===== src/rtl/id_reg_file.sv =====
// ---------------------------------------------------------------------------
// id_reg_file
//
// Decode-stage register file for a 5-stage MIPS-style pipeline: 32 x 32-bit
// registers, two combinational read ports with same-cycle writeback bypass,
// one debug read port without bypass, and a counter of committed writes.
//
// Parameters
//   SP_INIT   reset value of register 29 ($sp)
//   ZERO_REG  index of the hardwired-zero register
//
// Ports
//   CLK          in   1   clock, all state changes on the rising edge
//   RESET        in   1   synchronous active-high reset
//   WB_RegWrite  in   1   writeback write enable
//   WB_RD        in   5   writeback destination index
//   WB_RD_DATA   in   32  writeback data
//   ID_RS        in   5   read port A index
//   ID_RT        in   5   read port B index
//   ID_RS_DATA   out  32  read port A data (combinational, bypassed)
//   ID_RT_DATA   out  32  read port B data (combinational, bypassed)
//   DBG_ADDR     in   5   debug read index
//   DBG_DATA     out  32  debug read data (stored content only)
//   WR_COUNT     out  32  number of committed writes (registered, wraps)
// ---------------------------------------------------------------------------
module id_reg_file #(
    parameter logic [31:0] SP_INIT  = 32'h7FFF_EFFC,
    parameter logic [4:0]  ZERO_REG = 5'd0
) (
    input  logic        CLK,
    input  logic        RESET,
    input  logic        WB_RegWrite,
    input  logic [4:0]  WB_RD,
    input  logic [31:0] WB_RD_DATA,
    input  logic [4:0]  ID_RS,
    input  logic [4:0]  ID_RT,
    output logic [31:0] ID_RS_DATA,
    output logic [31:0] ID_RT_DATA,
    input  logic [4:0]  DBG_ADDR,
    output logic [31:0] DBG_DATA,
    output logic [31:0] WR_COUNT
);

    logic [31:0] regs [32];
    logic [31:0] wr_count;

    logic commit_req;
    logic bypass_en;

    // A write only counts as a commit when it targets a real register; the
    // zero register silently swallows writes.
    assign commit_req = WB_RegWrite && (WB_RD != ZERO_REG);

    // Bypass is suppressed during reset because the pending write will be
    // discarded by the reset on this edge.
    assign bypass_en = commit_req && !RESET;

    // Reset wins over a simultaneous write, so the write is neither stored
    // nor counted on that edge.
    always_ff @(posedge CLK) begin
        if (RESET) begin
            for (int i = 0; i < 32; i++) begin
                regs[i] <= (i == 29) ? SP_INIT : 32'h0;
            end
            wr_count <= 32'h0;
        end else if (commit_req) begin
            regs[WB_RD] <= WB_RD_DATA;
            wr_count    <= wr_count + 32'd1;
        end
    end

    // Read port A: zero register first so it beats a matching bypass.
    always_comb begin
        ID_RS_DATA = regs[ID_RS];
        if (ID_RS == ZERO_REG) begin
            ID_RS_DATA = 32'h0;
        end else if (bypass_en && (WB_RD == ID_RS)) begin
            ID_RS_DATA = WB_RD_DATA;
        end
    end

    // Read port B: same rules as port A, evaluated independently.
    always_comb begin
        ID_RT_DATA = regs[ID_RT];
        if (ID_RT == ZERO_REG) begin
            ID_RT_DATA = 32'h0;
        end else if (bypass_en && (WB_RD == ID_RT)) begin
            ID_RT_DATA = WB_RD_DATA;
        end
    end

    // Debug port shows what is actually stored; the zero register still
    // reads as zero regardless of what reset put there.
    always_comb begin
        DBG_DATA = regs[DBG_ADDR];
        if (DBG_ADDR == ZERO_REG) begin
            DBG_DATA = 32'h0;
        end
    end

    assign WR_COUNT = wr_count;

endmodule


===== config.mk =====
export PLATFORM = sky130hd
export DESIGN_NAME = id_reg_file
export DESIGN_NICKNAME = d
export VERILOG_FILES = /design/src/rtl/id_reg_file.sv
export SDC_FILE = /design/constraint.sdc
export NUM_CORES = 2
export LEC_CHECK = 0
export CORE_ASPECT_RATIO = 1.4
export CORE_MARGIN = 5
export CORE_UTILIZATION = 40
export DETAILED_ROUTE_END_ITERATION = 6
export PLACE_DENSITY = 0.6
export SKIP_CTS_REPAIR_TIMING = 1
export SLEW_MARGIN = 20
export SYNTH_ARGS = -nofsm -noshare
export SYNTH_HDL_FRONTEND = slang
export SYNTH_SLANG_ARGS = --single-unit

===== constraint.sdc =====
create_clock -name CLK -period 4.3 [get_ports CLK]
set_clock_uncertainty 0.1 [all_clocks]
set_input_delay 0.86 -clock CLK [delete_from_list [all_inputs] [get_ports CLK]]
set_output_delay 0.86 -clock CLK [all_outputs]
set_load 0.005 [all_outputs]

==> flow_metrics.tcl <==
set metrics [dict create \
    synth-seq-cells 1056 \
    status "finished with violations" \
    ant_nets 0 \
    grt-ovfl-total 0 \
    critPathTopFamily "buffers and inverters" \
    start_util_pct 40.13 \
    clk-insertion-delay-late_ns 0.77 \
    grt_setup_unrepaired "true" \
    grt_pass1_vias 48930 \
    core_area_mm2 0.1641 \
    critPathCaptureType "output pin" \
    cp-start-kind "input port" \
    gp_congestion 0.9250 \
    h-tree-depth 3 \
    vias 49190 \
    stdcell_area_mm2 0.07920 \
    cts_root_buf "clkbuf_16" \
    cts_buffers 111 \
    grt_pass1_wl_mm 378.6 \
    placed_cell_area_mm2 0.07408 \
    hp-class "register to register" \
    critical_path_class "input port to output pin" \
    rows 176 \
    die_x_um 352.9 \
    dr.pass1.iters 5 \
    grt_antenna_before_repair 26 \
    ys_types 54 \
    cts.sinks 1056 \
    slowest_stage "clkdlybuf4s50_1" \
    drv_slew 0 \
    cts_tree "built" \
    max_stage_delay_ns 0.53 \
    place_hpwl_mm 175.8 \
    drive_above_1_share_pct 36.77 \
    die_area_mm2 0.1729 \
    clockBufferDepth 3 \
    ir_worst_vdd_mv 0.3649 \
    yosysWarningCount 0 \
    min_period_ns 4.303 \
    power.density_mw_per_mm2 349.3 \
    arrival_ns 3.34 \
    crit_path_max_fanout 16 \
    fin_crit_sh_pct 100.1 \
    finalSetupViolCount 1 \
    layout_setup_ws_ns -0.002800 \
    synth-seq-area-share_pct 47.68 \
    fin_cells 7498 \
    hold_viol 0 \
    crit_path_cell_trace "clkdlybuf4s50_1, buf_6, xor2_1, nor4_1, nand4b_1, buf_6, buf_12, a21oi_1, clkdlybuf4s50_1" \
    slew_headroom_pct 35.44 \
    final_core_util_pct 48.28 \
    dp.cells 7232 \
    num_io_pins 183 \
    synth_edf_count 1024 \
    syn_to_final_growth_pct 20.31 \
    fmax_mhz 232.4 \
    wl_mm 276.7 \
    drc 0 \
    async_reset_ff_share_pct 0 \
    drt_iter0_markers 6842 \
    path_clk_slew_ns 0.06 \
    postSynthAreaPerCell_um2 13.61 \
    failed_checks "negative setup slack" \
    drv_cap 0 \
    vias_per_cell 6.561 \
    die_h_um 490.0 \
    synth_area_mm2 0.06583 \
    synth_flop_cell "edfxtp_1" \
    worst-path-buf-inv 5 \
    grt.total_usage_pct 30.81 \
    port_buffers 182 \
    syn_inst 4838 \
    cp.required_ns 3.34 \
    p_leak_uw 0.02789 \
    wire_per_inst_um 36.90 \
    tightestPinTransition_ns 0.9683 \
    grt_max_degree 62 \
    final_nets 5301 \
]
[cell usage in the layout, fill, tap and decap left out, types with 40 or more instances in the layout]
master / count
edfxtp_1: 1024
nor2b_1: 40
mux4_2: 569
mux2i_1: 183
or3_1: 41
buf_12: 126
clkdlybuf4s50_1: 142
clkbuf_16: 120
mux2_2: 425
nand2_1: 44
o22ai_1: 218
nor3_1: 44
and2_1: 966
buf_4: 451
o21ai_0: 93
a211oi_1: 78
o21ai_1: 43
a21oi_1: 68
nor2_1: 117
[cells by family after synthesis]
family / share of synthesized area (%)
flip-flops: 47.68
AO/OA/AOI/OAI: 5.508
XOR/XNOR: 0.3459
AND/OR/NAND/NOR: 12.75
adder cells (fa/ha/maj): 0.01900
buffers and inverters: 4.035
multiplexers: 29.66
other: 0.005696
[registers in the layout, indices dropped and copies added, names as in the netlist]
register  cells
WR_COUNT     32
regs       1024
[cell usage after synthesis, drive strengths merged, types with 41 or more instances]
library cell | count | area (um2)
edfxtp | 1024 | 30750
and2 | 967 | 6050
or3 | 44 | 275.3
nor3 | 48 | 240.2
nand2 | 48 | 180.2
nor2b | 41 | 256.5
o21ai | 143 | 726.9
mux2i | 192 | 1922
mux2 | 425 | 4786
a21oi | 77 | 385.4
mux4 | 569 | 12810
clkbuf | 309 | 1160
a211oi | 92 | 690.7
nor2 | 148 | 608.1
o22ai | 219 | 1370
buf | 218 | 1350
[layout make-up]
cell class	instances	area (um2)
inverter	39	146.4
fill	14020	84860
sequential	1056	31390
antenna	23	57.56
tap	2136	2673
timing repair buffer	790	8383
multi-input combinational	3247	32800
clock inverter	73	728.2
clock buffer	134	3022
[where the power goes]
| part | total (uW) | switching [uW] | internal, uW | leakage, uW |
|---|---|---|---|---|
| Clock | 10200 | 4420 | 5770 | 0.00183 |
| Combinational | 5190 | 2690 | 2500 | 0.0160 |
| Sequential | 12300 | 434 | 11800 | 0.0100 |
| Total | 27700 | 7540 | 20100 | 0.0279 |
[worst register-to-register path, cell delays in order, from the launching register on]
cell and delay (ns):
dfxtp_1 0.43, and4_1 0.30, and4_1 0.32, nand4_1 0.44
or4_1 0.61, a21oi_1 0.14
[per-stage QoR]
| step | hold slack, ns | power (uW) | setup TNS [ns] | setup WS, ns |
|---|---|---|---|---|
| after floorplan | 0.3743 | 14980 | 0 | 0.7696 |
| after global placement | 0.3778 | 17350 | -14.30 | -0.6292 |
| after detailed placement | 0.3962 | 17410 | -13.77 | -0.6103 |
| after CTS | 0.4077 | 27440 | -15.04 | -0.6422 |
| after global routing | 0.4337 | 28300 | -0.3330 | -0.09649 |
| final | 0.4004 | 27660 | -0.002800 | -0.002800 |
[final timing paths]
kind         cells after the start            end  slack [ns]         start
min reg2reg                      2   WR_COUNT[31]        0.40  WR_COUNT[31]
max                              9  ID_RT_DATA[0]      -0.003      ID_RT[3]
min                              2   WR_COUNT[31]        0.40  WR_COUNT[31]
max reg2reg                      5   WR_COUNT[28]        1.91   WR_COUNT[3]
[metal layers]
| layer | track usage [%] | up-vias | routed length (um) |
|---|---|---|---|
| met5 | 0 | - | 37 |
| met4 | 20.21 | 6 | 21880 |
| met3 | 7.208 | 936 | 30620 |
| met2 | 48.96 | 3588 | 127500 |
| met1 | 37.72 | 25050 | 96640 |
| li1 | - | 19610 | - |
Power figures use the tool's default switching activity.
